===== src/rtl/calc2_sched_pkg.sv =====
// Shared definitions for the calc2 request scheduler: command/response encodings,
// capture FSM states and the unit request / port response records.
package calc2_sched_pkg;

    localparam int NPORT = 4;
    localparam int DW    = 32;

    localparam logic [3:0] CMD_NOP = 4'd0;
    localparam logic [3:0] CMD_ADD = 4'd1;
    localparam logic [3:0] CMD_SUB = 4'd2;
    localparam logic [3:0] CMD_SHL = 4'd5;
    localparam logic [3:0] CMD_SHR = 4'd6;

    localparam logic [1:0] RESP_NONE = 2'd0;
    localparam logic [1:0] RESP_OK   = 2'd1;
    localparam logic [1:0] RESP_ERR  = 2'd2;

    typedef enum logic [1:0] {
        ST_IDLE = 2'd0,
        ST_OP2  = 2'd1,
        ST_PEND = 2'd2,
        ST_INV  = 2'd3
    } cap_state_e;

    typedef struct packed {
        logic [3:0]    cmd;
        logic [DW-1:0] op1;
        logic [DW-1:0] op2;
        logic [1:0]    tag;
        logic [1:0]    port;
    } disp_t;

    typedef struct packed {
        logic [1:0]    resp;
        logic [DW-1:0] data;
        logic [1:0]    tag;
    } resp_t;

    function automatic logic is_add_cmd(input logic [3:0] cmd);
        return (cmd == CMD_ADD) || (cmd == CMD_SUB);
    endfunction

    function automatic logic is_shf_cmd(input logic [3:0] cmd);
        return (cmd == CMD_SHL) || (cmd == CMD_SHR);
    endfunction

endpackage


===== src/rtl/calc2_rr_arb.sv =====
// Four-request arbiter with a round-robin pointer that advances past each accepted grant.
// Defining CALC2_SCHED_FIXED_PRIO_EN replaces the pointer with fixed priority (port index 0 highest).
module calc2_rr_arb
    import calc2_sched_pkg::*;
(
    input  logic             clk,
    input  logic             reset_n,
    input  logic [NPORT-1:0] req,
    input  logic             acc,
    input  logic [1:0]       acc_idx,
    output logic             gnt_vld,
    output logic [1:0]       gnt_idx
);

    logic [1:0]       ptr_s;
    logic [NPORT-1:0] rot_s;
    logic [1:0]       off_s;

`ifdef CALC2_SCHED_FIXED_PRIO_EN
    assign ptr_s = 2'd0;
`else
    logic [1:0] ptr_r;

    // Pointer register: moves one past the port whose grant was just accepted.
    always_ff @(posedge clk) begin
        if (!reset_n) begin
            ptr_r <= 2'd0;
        end else if (acc) begin
            ptr_r <= acc_idx + 2'd1;
        end
    end

    assign ptr_s = ptr_r;
`endif

    // Rotate so the pointer position is bit 0, then take the lowest set request.
    always_comb begin
        rot_s   = 4'({req, req} >> ptr_s);
        gnt_vld = 1'b1;
        off_s   = 2'd0;
        casez (rot_s)
            4'b???1: off_s   = 2'd0;
            4'b??10: off_s   = 2'd1;
            4'b?100: off_s   = 2'd2;
            4'b1000: off_s   = 2'd3;
            default: gnt_vld = 1'b0;
        endcase
        gnt_idx = ptr_s + off_s;
    end

endmodule


===== src/rtl/calc2_req_sched.sv =====
// calc2 request scheduler: captures two-cycle port commands, dispatches them to the adder and
// shifter, and routes results back. CALC2_SCHED_FIXED_PRIO_EN selects fixed-priority dispatch.
module calc2_req_sched
    import calc2_sched_pkg::*;
(
    input  logic         c_clk,
    input  logic         reset_n,
    input  logic [15:0]  req_cmd_in,
    input  logic [127:0] req_data_in,
    input  logic [7:0]   req_tag_in,
    output logic [3:0]   port_busy,
    output logic         add_vld,
    input  logic         add_rdy,
    output logic [3:0]   add_cmd,
    output logic [31:0]  add_op1,
    output logic [31:0]  add_op2,
    output logic [1:0]   add_tag,
    output logic [1:0]   add_port,
    output logic         shf_vld,
    input  logic         shf_rdy,
    output logic [3:0]   shf_cmd,
    output logic [31:0]  shf_op1,
    output logic [31:0]  shf_op2,
    output logic [1:0]   shf_tag,
    output logic [1:0]   shf_port,
    input  logic         add_res_vld,
    input  logic [1:0]   add_res_port,
    input  logic [1:0]   add_res_resp,
    input  logic [31:0]  add_res_data,
    input  logic [1:0]   add_res_tag,
    input  logic         shf_res_vld,
    input  logic [1:0]   shf_res_port,
    input  logic [1:0]   shf_res_resp,
    input  logic [31:0]  shf_res_data,
    input  logic [1:0]   shf_res_tag,
    output logic         shf_res_rdy,
    output logic [7:0]   out_resp,
    output logic [127:0] out_data,
    output logic [7:0]   out_tag
);

    cap_state_e       state_r     [NPORT];
    cap_state_e       state_nxt_s [NPORT];
    logic [3:0]       cmd_r       [NPORT];
    logic [DW-1:0]    op1_r       [NPORT];
    logic [DW-1:0]    op2_r       [NPORT];
    logic [1:0]       tag_r       [NPORT];
    logic [3:0]       cmd_in_s    [NPORT];
    logic [DW-1:0]    data_in_s   [NPORT];
    logic [1:0]       tag_in_s    [NPORT];
    resp_t            resp_nxt_s  [NPORT];
    resp_t            resp_r      [NPORT];

    logic [NPORT-1:0] add_req_s, shf_req_s, add_take_s, shf_take_s, inv_fire_s;
    logic             add_acc_s, shf_acc_s, add_load_s, shf_load_s;
    logic             add_gnt_vld_s, shf_gnt_vld_s;
    logic [1:0]       add_gnt_idx_s, shf_gnt_idx_s;
    disp_t            add_pay_s, shf_pay_s, add_pay_r, shf_pay_r;
    logic             add_vld_r, shf_vld_r;
    logic             shf_res_rdy_s, shf_res_take_s;

    // Split the packed per-port request buses.
    always_comb begin
        for (int p = 0; p < NPORT; p++) begin
            cmd_in_s[p]  = req_cmd_in[4*p +: 4];
            data_in_s[p] = req_data_in[DW*p +: DW];
            tag_in_s[p]  = req_tag_in[2*p +: 2];
        end
    end

    // Eligibility: a port in OP2 competes already so its grant lands the cycle PEND is entered.
    always_comb begin
        add_acc_s  = add_vld_r && add_rdy;
        shf_acc_s  = shf_vld_r && shf_rdy;
        add_load_s = !add_vld_r || add_rdy;
        shf_load_s = !shf_vld_r || shf_rdy;
        for (int p = 0; p < NPORT; p++) begin
            add_req_s[p]  = ((state_r[p] == ST_OP2) || (state_r[p] == ST_PEND)) && is_add_cmd(cmd_r[p])
                            && !(add_vld_r && (add_pay_r.port == 2'(p)));
            shf_req_s[p]  = ((state_r[p] == ST_OP2) || (state_r[p] == ST_PEND)) && is_shf_cmd(cmd_r[p])
                            && !(shf_vld_r && (shf_pay_r.port == 2'(p)));
            add_take_s[p] = add_acc_s && (add_pay_r.port == 2'(p));
            shf_take_s[p] = shf_acc_s && (shf_pay_r.port == 2'(p));
        end
    end

    calc2_rr_arb u_add_arb (
        .clk     (c_clk),
        .reset_n (reset_n),
        .req     (add_req_s),
        .acc     (add_acc_s),
        .acc_idx (add_pay_r.port),
        .gnt_vld (add_gnt_vld_s),
        .gnt_idx (add_gnt_idx_s)
    );

    calc2_rr_arb u_shf_arb (
        .clk     (c_clk),
        .reset_n (reset_n),
        .req     (shf_req_s),
        .acc     (shf_acc_s),
        .acc_idx (shf_pay_r.port),
        .gnt_vld (shf_gnt_vld_s),
        .gnt_idx (shf_gnt_idx_s)
    );

    // Build the winning payloads; op2 comes straight from the bus while the port is still in OP2.
    always_comb begin
        add_pay_s.cmd  = cmd_r[add_gnt_idx_s];
        add_pay_s.op1  = op1_r[add_gnt_idx_s];
        add_pay_s.op2  = (state_r[add_gnt_idx_s] == ST_OP2) ? data_in_s[add_gnt_idx_s] : op2_r[add_gnt_idx_s];
        add_pay_s.tag  = tag_r[add_gnt_idx_s];
        add_pay_s.port = add_gnt_idx_s;
        shf_pay_s.cmd  = cmd_r[shf_gnt_idx_s];
        shf_pay_s.op1  = op1_r[shf_gnt_idx_s];
        shf_pay_s.op2  = (state_r[shf_gnt_idx_s] == ST_OP2) ? data_in_s[shf_gnt_idx_s] : op2_r[shf_gnt_idx_s];
        shf_pay_s.tag  = tag_r[shf_gnt_idx_s];
        shf_pay_s.port = shf_gnt_idx_s;
    end

    // Unit request registers: reloaded only when the slot is empty or being accepted.
    always_ff @(posedge c_clk) begin
        if (!reset_n) begin
            add_vld_r <= 1'b0;
            shf_vld_r <= 1'b0;
            add_pay_r <= '0;
            shf_pay_r <= '0;
        end else begin
            if (add_load_s) begin
                add_vld_r <= add_gnt_vld_s;
                if (add_gnt_vld_s) begin
                    add_pay_r <= add_pay_s;
                end
            end
            if (shf_load_s) begin
                shf_vld_r <= shf_gnt_vld_s;
                if (shf_gnt_vld_s) begin
                    shf_pay_r <= shf_pay_s;
                end
            end
        end
    end

    // Per-port response selection: adder result beats shifter result beats local INV answer.
    always_comb begin
        shf_res_rdy_s  = !(shf_res_vld && add_res_vld && (shf_res_port == add_res_port));
        shf_res_take_s = shf_res_vld && shf_res_rdy_s;
        for (int p = 0; p < NPORT; p++) begin
            resp_nxt_s[p] = '0;
            inv_fire_s[p] = 1'b0;
            if (add_res_vld && (add_res_port == 2'(p))) begin
                resp_nxt_s[p].resp = add_res_resp;
                resp_nxt_s[p].data = add_res_data;
                resp_nxt_s[p].tag  = add_res_tag;
            end else if (shf_res_take_s && (shf_res_port == 2'(p))) begin
                resp_nxt_s[p].resp = shf_res_resp;
                resp_nxt_s[p].data = shf_res_data;
                resp_nxt_s[p].tag  = shf_res_tag;
            end else if (state_r[p] == ST_INV) begin
                resp_nxt_s[p].resp = RESP_ERR;
                resp_nxt_s[p].tag  = tag_r[p];
                inv_fire_s[p]      = 1'b1;
            end else begin
                resp_nxt_s[p].resp = RESP_NONE;
            end
        end
    end

    // Capture FSM next state per port.
    always_comb begin
        for (int p = 0; p < NPORT; p++) begin
            state_nxt_s[p] = state_r[p];
            case (state_r[p])
                ST_IDLE: begin
                    if (cmd_in_s[p] != CMD_NOP) state_nxt_s[p] = ST_OP2;
                    else                        state_nxt_s[p] = ST_IDLE;
                end
                ST_OP2: begin
                    if (is_add_cmd(cmd_r[p]) || is_shf_cmd(cmd_r[p])) state_nxt_s[p] = ST_PEND;
                    else                                              state_nxt_s[p] = ST_INV;
                end
                ST_PEND: begin
                    if (add_take_s[p] || shf_take_s[p]) state_nxt_s[p] = ST_IDLE;
                    else                                state_nxt_s[p] = ST_PEND;
                end
                ST_INV: begin
                    if (inv_fire_s[p]) state_nxt_s[p] = ST_IDLE;
                    else               state_nxt_s[p] = ST_INV;
                end
                default: state_nxt_s[p] = ST_IDLE;
            endcase
        end
    end

    // Capture FSM state register.
    always_ff @(posedge c_clk) begin
        for (int p = 0; p < NPORT; p++) begin
            if (!reset_n) state_r[p] <= ST_IDLE;
            else          state_r[p] <= state_nxt_s[p];
        end
    end

    // Command capture: cmd/op1/tag in the command cycle, op2 in the following one.
    always_ff @(posedge c_clk) begin
        for (int p = 0; p < NPORT; p++) begin
            if (!reset_n) begin
                cmd_r[p] <= CMD_NOP;
                op1_r[p] <= '0;
                op2_r[p] <= '0;
                tag_r[p] <= 2'd0;
            end else begin
                if ((state_r[p] == ST_IDLE) && (cmd_in_s[p] != CMD_NOP)) begin
                    cmd_r[p] <= cmd_in_s[p];
                    op1_r[p] <= data_in_s[p];
                    tag_r[p] <= tag_in_s[p];
                end
                if (state_r[p] == ST_OP2) begin
                    op2_r[p] <= data_in_s[p];
                end
            end
        end
    end

    // Response registers: single-cycle pulse per delivered response.
    always_ff @(posedge c_clk) begin
        for (int p = 0; p < NPORT; p++) begin
            if (!reset_n) resp_r[p] <= '0;
            else          resp_r[p] <= resp_nxt_s[p];
        end
    end

    // Pack per-port response and busy state onto the output buses.
    always_comb begin
        for (int p = 0; p < NPORT; p++) begin
            out_resp[2*p +: 2]   = resp_r[p].resp;
            out_data[DW*p +: DW] = resp_r[p].data;
            out_tag[2*p +: 2]    = resp_r[p].tag;
            port_busy[p]         = (state_r[p] != ST_IDLE);
        end
    end

    assign add_vld     = add_vld_r;
    assign add_cmd     = add_pay_r.cmd;
    assign add_op1     = add_pay_r.op1;
    assign add_op2     = add_pay_r.op2;
    assign add_tag     = add_pay_r.tag;
    assign add_port    = add_pay_r.port;
    assign shf_vld     = shf_vld_r;
    assign shf_cmd     = shf_pay_r.cmd;
    assign shf_op1     = shf_pay_r.op1;
    assign shf_op2     = shf_pay_r.op2;
    assign shf_tag     = shf_pay_r.tag;
    assign shf_port    = shf_pay_r.port;
    assign shf_res_rdy = shf_res_rdy_s;

endmodule


===== config.mk =====
export PLATFORM = sky130hd
export DESIGN_NAME = calc2_req_sched
export DESIGN_NICKNAME = d
export VERILOG_FILES = /design/src/rtl/calc2_sched_pkg.sv /design/src/rtl/calc2_rr_arb.sv /design/src/rtl/calc2_req_sched.sv
export SDC_FILE = /design/constraint.sdc
export NUM_CORES = 1
export LEC_CHECK = 0
export ABC_CLOCK_PERIOD_IN_PS = 6600
export CAP_MARGIN = 10
export CORE_ASPECT_RATIO = 0.75
export CORE_MARGIN = 4
export CORE_UTILIZATION = 30
export CTS_CLUSTER_SIZE = 24
export DETAILED_ROUTE_END_ITERATION = 6
export HOLD_SLACK_MARGIN = 0.02
export MAX_ROUTING_LAYER = met4
export PLACE_DENSITY = 0.6
export SLEW_MARGIN = 20
export SYNTH_ARGS = -nofsm -noshare
export SYNTH_HDL_FRONTEND = slang
export SYNTH_SLANG_ARGS = --single-unit

===== constraint.sdc =====
create_clock -name c_clk -period 6.6 [get_ports c_clk]
set_input_delay 0.99 -clock c_clk [delete_from_list [all_inputs] [get_ports c_clk]]
set_output_delay 0.99 -clock c_clk [all_outputs]
set_load 0.02 [all_outputs]

### Word level (Yosys, flattened, before mapping)

Memories as Yosys holds them, arrays and structs flattened. A register that Yosys moved wholly into a read port is not among the register bits.
Index checks and enable logic that the tools add are counted.

* word-level logic and storage cells: 323
* memories: 6
* register bits: 74
* output and inout bits: 295
* RAM bits: 432

* equality and inequality tests: 49
* reductions and logical operators: 108
* shifts and indexed selects: 2
* $add $sub $neg: 4
* bitwise gates (word level): 26
* magnitude comparators: 2
* muxes and demuxes: 118

Memory list
* resp_r: depth 4, width 36, rd ports 4, clocked after Yosys merged registers in 0, wr ports 4, line calc2_req_sched.sv:52 `resp_t resp_r [NPORT];`
* op1_r: depth 4, width 32, rd ports 2, clocked after Yosys merged registers in 2, wr ports 4, line calc2_req_sched.sv:45 `logic [DW-1:0] op1_r [NPORT];`
* op2_r: depth 4, width 32, rd ports 2, clocked after Yosys merged registers in 0, wr ports 4, line calc2_req_sched.sv:46 `logic [DW-1:0] op2_r [NPORT];`
* cmd_r: depth 4, width 4, rd ports 6, clocked after Yosys merged registers in 2, wr ports 4, line calc2_req_sched.sv:44 `logic [3:0] cmd_r [NPORT];`
* state_r: depth 4, width 2, rd ports 6, clocked after Yosys merged registers in 0, wr ports 4, line calc2_req_sched.sv:42 `cap_state_e state_r [NPORT];`
* tag_r: depth 4, width 2, rd ports 6, clocked after Yosys merged registers in 2, wr ports 4, line calc2_req_sched.sv:47 `logic [1:0] tag_r [NPORT];`

Operators by type and width (count)
* $mux W32: 18
* $mux W36: 8
* $bmux W32 S2: 2
* $mux W2: 32
* $logic_and A1 B1 Y1: 49
* $mux W1: 48
* $eq A2 B2 Y1 const B: 18
* $eq A4 B3 Y1 const B: 8
* $pmux W2 S4: 4
* $or A1 B1 Y1: 24
* $logic_or A1 B1 Y1: 22
* $eq A2 B1 Y1 const B: 10
* $logic_not A1 Y1: 17
* $eq A4 B1 Y1 const B: 4
* $eq A4 B2 Y1 const B: 4
* $logic_not A2 Y1: 8
* $mux W4: 4
* $reduce_bool A4 Y1: 4
* $shr A8 B2 Y4: 2
* $pmux W2 S3: 2
* $eq A4 B4 Y1 const B: 2
* $reduce_bool A2 Y1: 4
* $reduce_or A4 Y1: 2
* $eq A3 B3 Y1 const B: 2
* 6 further kinds: 11

### Logic depth before layout (Yosys ltp)

Gate-level depths: netlist (run 1).
An unclocked memory read counts as a cell.

* depth in word-level cells: 14
* mapped depth: 16
* depth with buffers taken out: 14

### Cells and area by module

A second synthesis (run 1) with hierarchy kept.

* cells, all modules: 2344
* area, all modules: 27475.1 um2

By module, submodules not included
* calc2_req_sched: area each 26954.6 um2, instances 1, cells an instance 2270
* calc2_rr_arb: area each 260.2 um2, instances 2, cells an instance 37

### Least setup slack after synthesis (run 1)

No wires, ideal clock.

* path kind: register to register
* start point: reg shf_pay_r (netlist bit shf_port[0])
* end point: reg shf_pay_r (netlist bit shf_op2[30])
* period minus slack after synthesis: 4.095 ns
* buffers on the path: 3
* setup time: 0.132 ns
* stages on the path, launching flop included: 17
* setup slack: 2.505 ns
* data required time: 6.468 ns
* arrival: 3.963 ns
* path through: dfxtp_1 > inv_1 > ha_1 > a21bo_2 > or4b_1 > o21ai_0 > inv_1 > a21oi_1 > a21oi_1 > o32ai_1 > ha_1 > clkbuf_1 > clkbuf_1 > buf_1 > mux4_2 > mux2i_1 > a21oi_1

* cells in the longest elaborated chain, start to end: 13

Ends and longest elaborated chain
* start, declared: line calc2_req_sched.sv:58 `disp_t add_pay_s, shf_pay_s, add_pay_r, shf_pay_r;`
* start signal, assigned: line calc2_req_sched.sv:138 `shf_pay_r <= shf_pay_s;`
* $eq A2 B1 Y1 (tied with other cells): line calc2_req_sched.sv:81 `&& !(shf_vld_r && (shf_pay_r.port == 2'(p)));`
* $logic_and A1 B1 Y1: line calc2_req_sched.sv:81
* $logic_not A1 Y1: line calc2_req_sched.sv:81
* $logic_and A1 B1 Y1: line calc2_req_sched.sv:81
* $shr A8 B2 Y4 *: line calc2_rr_arb.sv:38 `rot_s = 4'({req, req} >> ptr_s);`
* $eq A4 B4 Y1 (tied with other cells): line calc2_rr_arb.sv:41 `casez (rot_s)`
* $pmux W2 S3 *: line calc2_rr_arb.sv:41
* $add A2 B2 Y2 *: line calc2_rr_arb.sv:48 `gnt_idx = ptr_s + off_s;`
* net shf_gnt_idx_s[0]: line calc2_req_sched.sv:57 `logic [1:0] add_gnt_idx_s, shf_gnt_idx_s;`
* $not A2 Y3 (implied by the code): line calc2_req_sched.sv:116 `shf_pay_s.op2 = (state_r[shf_gnt_idx_s] == ST_OP2) ? data_in_s[shf_gnt_idx_s] : op2_r[shf_gnt_idx_s];`
* $bmux W32 S2: line calc2_req_sched.sv:116
* $mux W32 (implied by the code) (2 in a row): line calc2_req_sched.sv:116
* $mux W32 *: line calc2_req_sched.sv:116

Mark *: on every way through the listed nets, which the timed path passes. The rest lies on a longest branch. The select of a mux whose other input is x is not followed.
A chain may end at the register's enable or synchronous reset.

### Worst setup path in the final report (run 1)

* start point: reg shf_pay_r (netlist bit shf_port[0])
* end point: reg shf_pay_r (netlist bit shf_op2[24])

* cells in the longest elaborated chain, start to end: 13

Ends and longest elaborated chain (line)
* $eq A2 B1 Y1 (tied with other cells): calc2_req_sched.sv:81
* $logic_and A1 B1 Y1: calc2_req_sched.sv:81
* $logic_not A1 Y1: calc2_req_sched.sv:81
* $logic_and A1 B1 Y1: calc2_req_sched.sv:81
* $shr A8 B2 Y4 *: calc2_rr_arb.sv:38
* $eq A4 B4 Y1 (tied with other cells): calc2_rr_arb.sv:41
* $pmux W2 S3: calc2_rr_arb.sv:41
* $add A2 B2 Y2: calc2_rr_arb.sv:48
* $not A2 Y3 (implied by the code): calc2_req_sched.sv:116
* $bmux W32 S2: calc2_req_sched.sv:116
* $mux W32 (implied by the code) (2 in a row): calc2_req_sched.sv:116
* $mux W32: calc2_req_sched.sv:116

Mark *: on every way between the ends. The rest lies on a longest branch, timed or not. The select of a mux whose other input is x is not followed.

==> out/results.txt, run 1 <==
DR DRC count: 0
Final worst setup slack: 1778 ps
TritonRoute pass-1 iters: 7
Number of global-route vias before repair: 21.02k
Relative slew slack: 21.63%
Root Driver: clkbuf_16
Adder-Cell Fraction of Synth Area: 1.451%
Mapped cell area: 27590 sq um
Critical Path Most Common Cell: a21oi_1
Layout cells sized above 1: 14.03%
Tcrit/Tclk final: 73.06%
Footprint of the multi-input gates: 12390 sq um
CP startpoint kind: flop
Max FO, Critical Path: 22
Post-synthesis mux area share: 19.46%
Num rows: 96
Post-route ant nets: 0
Htree depth: 3
I/O pin count: 529
Slew @ Worst Pin: 1175 ps
Largest family of logic cells by synthesized area: multiplexers
Hold/Removal Path Class: reg -> reg
Synth Warn #: 0
Final max-slew violation count: 0
FILL cells: 8779
Final Hold Vio Count: 0
Hold buffer count at cts: 0
Port bufs: 528
Post-synth EDFFs: 280
Post-CTS setup buffer count: 0
CORE AREA: 91290 sq um
Crit path max-delay family: multiplexers
Crit-path cells: inv_1 > ha_1 > a21bo_2 > or4b_1 > o21ai_0 > inv_1 > a21oi_1 > a21oi_1 > o32ai_1 > ha_4 > xnor2_4 > mux4_2 > buf_4 > mux2i_1 > a21oi_1
CTS sink cnt: 582
Worst VDD drop: 0.3543 mV
Routed wire length: 107500 microns
Die Y: 270.6 microns
Pre-CTS WS: 1858 ps
Arrival time worst endpoint: 5270 ps
Mean Syn Cell Area: 11.97 sq um
All-layer global routing usage: 22.14%
Lkg Pwr: 0.01384 uW
Setup TNS: 0 ps
Post-route cell area: 36350 sq um
Main synth FF type: dfxtp_1
Fin nets: 3015
Crit-path max cell delay: 1130 ps
Area Overhead vs Synth: 31.75%
Max Clk Rate: 207.4 MHz
RSZ-0062 raised after global routing: false
Post-synthesis sequential area ratio: 52.38%
Min Tclk post-route: 4822 ps
Initial core utilization: 30.23%
Gr ovfl total: 0
Worst hold margin: 462.6 ps
Syn nets: 2570
Clock Tree Buf Depth: 3
Outcome: finished clean
WP data required: 7040 ps
Final setup vio count: 0
#FFs+latches synth: 582
CP Buf/Inv Count: 3
Die Area: 96940 sq um
Antenna violations before repair: 17
CTS tree: built
Crit Path Class: reg -> reg
Average wire per standard cell: 26.62 microns
Pwr dens: 404.8 nW/um^2
Crit. End Element: flop
Cell count after synthesis: 2306
First-pass GRT wire length: 153500 microns
Total Power: 14710 uW
Reg clk slew, reported paths: 60 ps
Async set-or-reset flop fraction in the synthesized netlist: 0%
Simple-Gate Fraction of Synth Area: 13.89%
Synth cell types: 50
Total number of vias: 21.44k
FF/Latch Area: 14450 sq um
Clk_skew: 19.93 ps
Die X: 358.2 microns
Worst skew pair latency: 600 ps
Detailed Route Iter0 Violations: 2467
Post-Synth XOR/XNOR Area: 0.3718%
Largest net degree at the start of global routing: 104
CTS Buf Count: 66
Slowest-stage cell, CP: mux4_2
Resized Gates After CTS: 0
Synth Area in Compound Gates: 9.169%
Avg Vias per Cell: 5.306
Max-Cap Viols: 0
DP Area: 34110 sq um
DP HPWL: 68600 microns
Final GP Congestion: 0.8395
==> worst min-delay path: cells and delay by family (launching register included) <==
kind	cells	cell delay (ps)
simple gates	1	40
compound gates	1	60
flops	1	310
==> power by group <==
group | switching (uW) | leakage (uW) | internal, uW | total (uW)
registers | 414 | 0.00551 | 4520 | 4940
clock network | 1570 | 0.00109 | 2200 | 3760
logic | 3350 | 0.00725 | 2660 | 6010
total | 5330 | 0.0138 | 9380 | 14700
==> layout make-up <==
class                           instances  share of cell area (%)
Clock buffer                           92                   5.383
Tap cell                             1225                   4.216
Antenna cell                           14                 0.09637
Multi-Input combinational cell       1506                   34.09
Timing Repair Buffer                  570                   15.58
Sequential cell                       582                   39.76
Clock inverter                         26                  0.6230
Inverter                               25                  0.2581
==> final timing paths <==
check	from	end	slack, ps	cells past startpoint
setup / recovery	shf_port[0]$_SDFFE_PN0P_	shf_op2[24]$_SDFFE_PN0P_	1780	15
hold / removal	shf_cmd[3]$_SDFFE_PN0P_	shf_cmd[3]$_SDFFE_PN0P_	460	2
setup reg to reg	shf_port[0]$_SDFFE_PN0P_	shf_op2[24]$_SDFFE_PN0P_	1780	15
hold reg to reg	shf_cmd[3]$_SDFFE_PN0P_	shf_cmd[3]$_SDFFE_PN0P_	460	2
==> per-stage QoR <==
step / cells / utilization [%]
after detailed placement: 3907 / 37.36
after floorplan: 2306 / -
after global placement: 3907 / 37.36
after CTS: 4025 / 39.75
final: 4040 / 39.82
after global routing: 4039 / 39.82
==> state kept, by name (all words and copies together) (netlist names), 4 cells and up <==
| register | flops |
|---|---|
| cmd_r | 16 |
| shf_op2 | 32 |
| add_cmd | 4 |
| op1_r | 128 |
| state_r | 8 |
| shf_cmd | 4 |
| add_op1 | 32 |
| tag_r | 8 |
| op2_r | 128 |
| resp_r | 144 |
| shf_op1 | 32 |
| add_op2 | 32 |
==> synthesized netlist by cell type (2+ instances only) <==
library cell,number,area [sq um]
o211ai_1,10,75.07
ha_1,30,375.4
edfxtp_1,280,8408
buf_6,7,78.83
o211a_1,19,190.2
nor2_1,3,11.26
a21boi_0,81,608.1
nor3b_1,4,30.03
nor3_1,2,10.01
inv_1,25,93.84
nand2_1,400,1501
nand3_1,12,60.06
buf_1,6,22.52
and3_1,150,938.4
o32ai_1,2,17.52
o21ai_0,77,385.4
or4_1,4,30.03
nand2b_1,11,68.82
a31oi_1,3,18.77
a22oi_1,33,247.7
buf_4,4,30.03
o21ai_1,3,15.01
mux4_2,206,4639
a32oi_1,3,26.28
nand4_1,5,31.28
xor2_1,3,26.28
dfxtp_1,302,6046
mux2i_1,73,730.7
clkbuf_1,162,608.1
or2_2,2,12.51
xnor2_2,2,32.53
and2_1,138,863.3
a21oi_1,171,855.8
a21bo_2,2,20.02
nor2b_1,39,244.0
buf_2,14,70.07
xnor2_1,5,43.79
==> cells in the final DEF (no fill, tap or decap), types with 38 or more instances in the layout <==
master | netlist | layout
and3_1 | 150 | 145
a21boi_0 | 81 | 81
buf_4 | 4 | 38
nor2b_1 | 39 | 38
a21oi_1 | 171 | 170
and2_1 | 138 | 138
nand2_1 | 400 | 395
o21ai_0 | 77 | 77
mux2i_1 | 73 | 73
clkdlybuf4s50_1 | 0 | 527
dfxtp_1 | 302 | 302
edfxtp_1 | 280 | 280
mux4_2 | 206 | 206
clkbuf_16 | 0 | 72
==> per-layer routing <==
layer  routed length (microns)  up-vias  GRT usage [%]
li1                          -     9387              -
met2                     48360     1035          32.44
met3                      9852      155          4.940
met1                     46590    10860          31.00
met5                         0        -              -
met4                      2734        0          5.817
==> cells by family after synthesis <==
family,after synthesis
flip-flops,582
AO/OA/AOI/OAI,411
buffers and inverters,218
adder cells (fa/ha/maj),32
XOR/XNOR,10
AND/OR/NAND/NOR,774
multiplexers,279
No activity file was read; power rests on OpenSTA's default activity.
==> run 2, diff against run 1 <==
ABC_CLOCK_PERIOD_IN_PS = 4890   (was 6600)
clock period = 4.89 ns   (was 6.6 ns; I/O delays follow)
==> run 2 against run 1 <==
Net effect: maximum frequency up 15%; first-iteration DRC count down 10%; combinational power grew 36%; critical path type unchanged; critical endpoint is now add_op2[24]$_SDFFE_PN0P_.
==> out/results.txt, run 2 (synthesis results as in run 1) <==
Fin nets: 3023
Final Hold Vio Count: 0
Routed wire length: 107400 microns
Hold buffer count at cts: 0
Post-route ant nets: 0
Outcome: finished clean
WP data required: 5370 ps
Detailed Route Iter0 Violations: 2219
Arrival time worst endpoint: 4660 ps
Tcrit/Tclk final: 85.49%
Area Overhead vs Synth: 32.02%
Worst VDD drop: 0.3083 mV
Hold Path Depth: 2
Root Driver: clkbuf_16
Lkg Pwr: 0.01385 uW
Post-route cell area: 36430 sq um
Crit Path Class: reg -> reg
Largest reg by FF count: resp_r
CP startpoint kind: flop
Num rows: 96
Antenna violations before repair: 16
Number of global-route vias before repair: 21.22k
Most frequent cells in the layout: 527 x clkdlybuf4s50_1, 396 x nand2_1, 302 x dfxtp_1
Die Y: 270.6 microns
Final worst setup slack: 709.3 ps
RSZ-0062 raised after global routing: false
Layout cells sized above 1: 13.95%
Initial core utilization: 30.23%
Crit-path cells: inv_1 > ha_1 > nand2b_1 > a2111o_1 > mux2i_1 > a2bb2oi_1 > o32ai_1 > ha_4 > xnor2_4 > mux4_2 > buf_4 > mux2i_1 > a21oi_1
Die X: 358.2 microns
Avg Vias per Cell: 5.323
Htree depth: 3
Min Tclk post-route: 4181 ps
Slew @ Worst Pin: 1171 ps
Largest regs: resp_r x144, op1_r x128, op2_r x128
R2R Path End: add_op2[24]$_SDFFE_PN0P_
Reg clk slew, reported paths: 60 ps
First-pass GRT wire length: 153500 microns
Worst skew pair latency: 630 ps
Crit. End Element: flop
Final setup vio count: 0
R2R depth: 13
Clk_skew: 20.38 ps
Final GP Congestion: 0.8752
Relative slew slack: 21.96%
Largest register FFs: 144
Pre-CTS WS: 682.2 ps
I/O pin count: 529
Max FO, Critical Path: 17
DP Area: 34260 sq um
Crit path max-delay family: multiplexers
CP Buf/Inv Count: 2
Total Power: 19870 uW
CTS Buf Count: 66
Hold/Removal Path Class: reg -> reg
WHS Endpoint: shf_op1[14]$_SDFFE_PN0P_
Total number of vias: 21.57k
Die Area: 96940 sq um
Critical Path Most Common Cell: mux2i_1
Crit-path max cell delay: 770 ps
All-layer global routing usage: 22.17%
Gr ovfl total: 0
Average wire per standard cell: 26.51 microns
CTS sink cnt: 582
DP HPWL: 69770 microns
Largest net degree at the start of global routing: 136
CORE AREA: 91290 sq um
Port bufs: 528
Max Clk Rate: 239.2 MHz
TritonRoute pass-1 iters: 5
Setup TNS: 0 ps
Commonest non-fill, non-tap cell in the layout: clkdlybuf4s50_1
Pwr dens: 545.3 nW/um^2
R2r startpoint: state_r[1][1]$_SDFF_PN0_
Worst Hold Launch: shf_op1[14]$_SDFFE_PN0P_
Post-CTS setup buffer count: 0
Final max-slew violation count: 0
Max-Cap Viols: 0
Worst R2R Setup Slack: 710 ps
DR DRC count: 0
CTS tree: built
Slowest-stage cell, CP: xnor2_4
Resized Gates After CTS: 0
Clock Tree Buf Depth: 3
-- run 2: how the worst max path moves through the flow --
stage | from | endpoint | cells past startpoint
after global placement | state_r[1][0]$_SDFF_PN0_ | add_op2[30]$_SDFFE_PN0P_ | 13
after detailed placement | state_r[1][0]$_SDFF_PN0_ | add_op2[30]$_SDFFE_PN0P_ | 13
final | state_r[1][1]$_SDFF_PN0_ | add_op2[24]$_SDFFE_PN0P_ | 13
after floorplan | shf_port[0]$_SDFFE_PN0P_ | shf_op2[30]$_SDFFE_PN0P_ | 16
after CTS | state_r[1][0]$_SDFF_PN0_ | add_op2[24]$_SDFFE_PN0P_ | 13
after global routing | state_r[1][1]$_SDFF_PN0_ | add_op2[24]$_SDFFE_PN0P_ | 13
-- run 2: layout make-up --
| class | instances | area [sq um] |
|---|---|---|
| Antenna cell | 16 | 40.04 |
| Inverter | 25 | 93.84 |
| Multi-Input combinational cell | 1506 | 12390 |
| Tap cell | 1225 | 1533 |
| Fill cell | 8703 | 54860 |
| Clock inverter | 22 | 230.2 |
| Clock buffer | 98 | 1897 |
| Timing Repair Buffer | 578 | 5791 |
| Sequential cell | 582 | 14450 |
-- run 2: worst reg2reg max path: stages (launching register included) --
cell       delay (ps)
dfxtp_1           400
inv_1             110
ha_1              310
nand2b_1           90
a2111o_1          390
mux2i_1           240
a2bb2oi_1         180
o32ai_1           140
ha_4              200
xnor2_4           770
mux4_2            670
buf_4             250
mux2i_1           220
a21oi_1            90
-- run 2: routing by layer --
layer	wire (microns)	global-route usage [%]	vias up	share of wire [%]
li1	-	-	9397	-
met1	46510	30.44	10990	43
met2	48650	32.68	1034	45
met3	9852	5.554	145	9.2
met4	2429	5.944	0	2.3
met5	0	-	-	0
-- run 2: report_power, final --
part | internal, uW | switching [uW] | leakage [uW]
logic | 3690 | 4490 | 0.00731
clock network | 2870 | 2130 | 0.00103
registers | 6110 | 577 | 0.00551
-- run 2: metrics by stage --
| step | instances | hold WS [ps] | utilization (%) |
|---|---|---|---|
| 3_3_place_gp | 3916 | 454.9 | 37.53 |
| 5_1_grt | 4051 | 482.9 | 39.90 |
| 4_1_cts | 4036 | 465.4 | 39.86 |
| 3_5_place_dp | 3916 | 457.6 | 37.53 |
| 2_1_floorplan | 2306 | 474.7 | - |
| 6_report | 4052 | 462.1 | 39.90 |
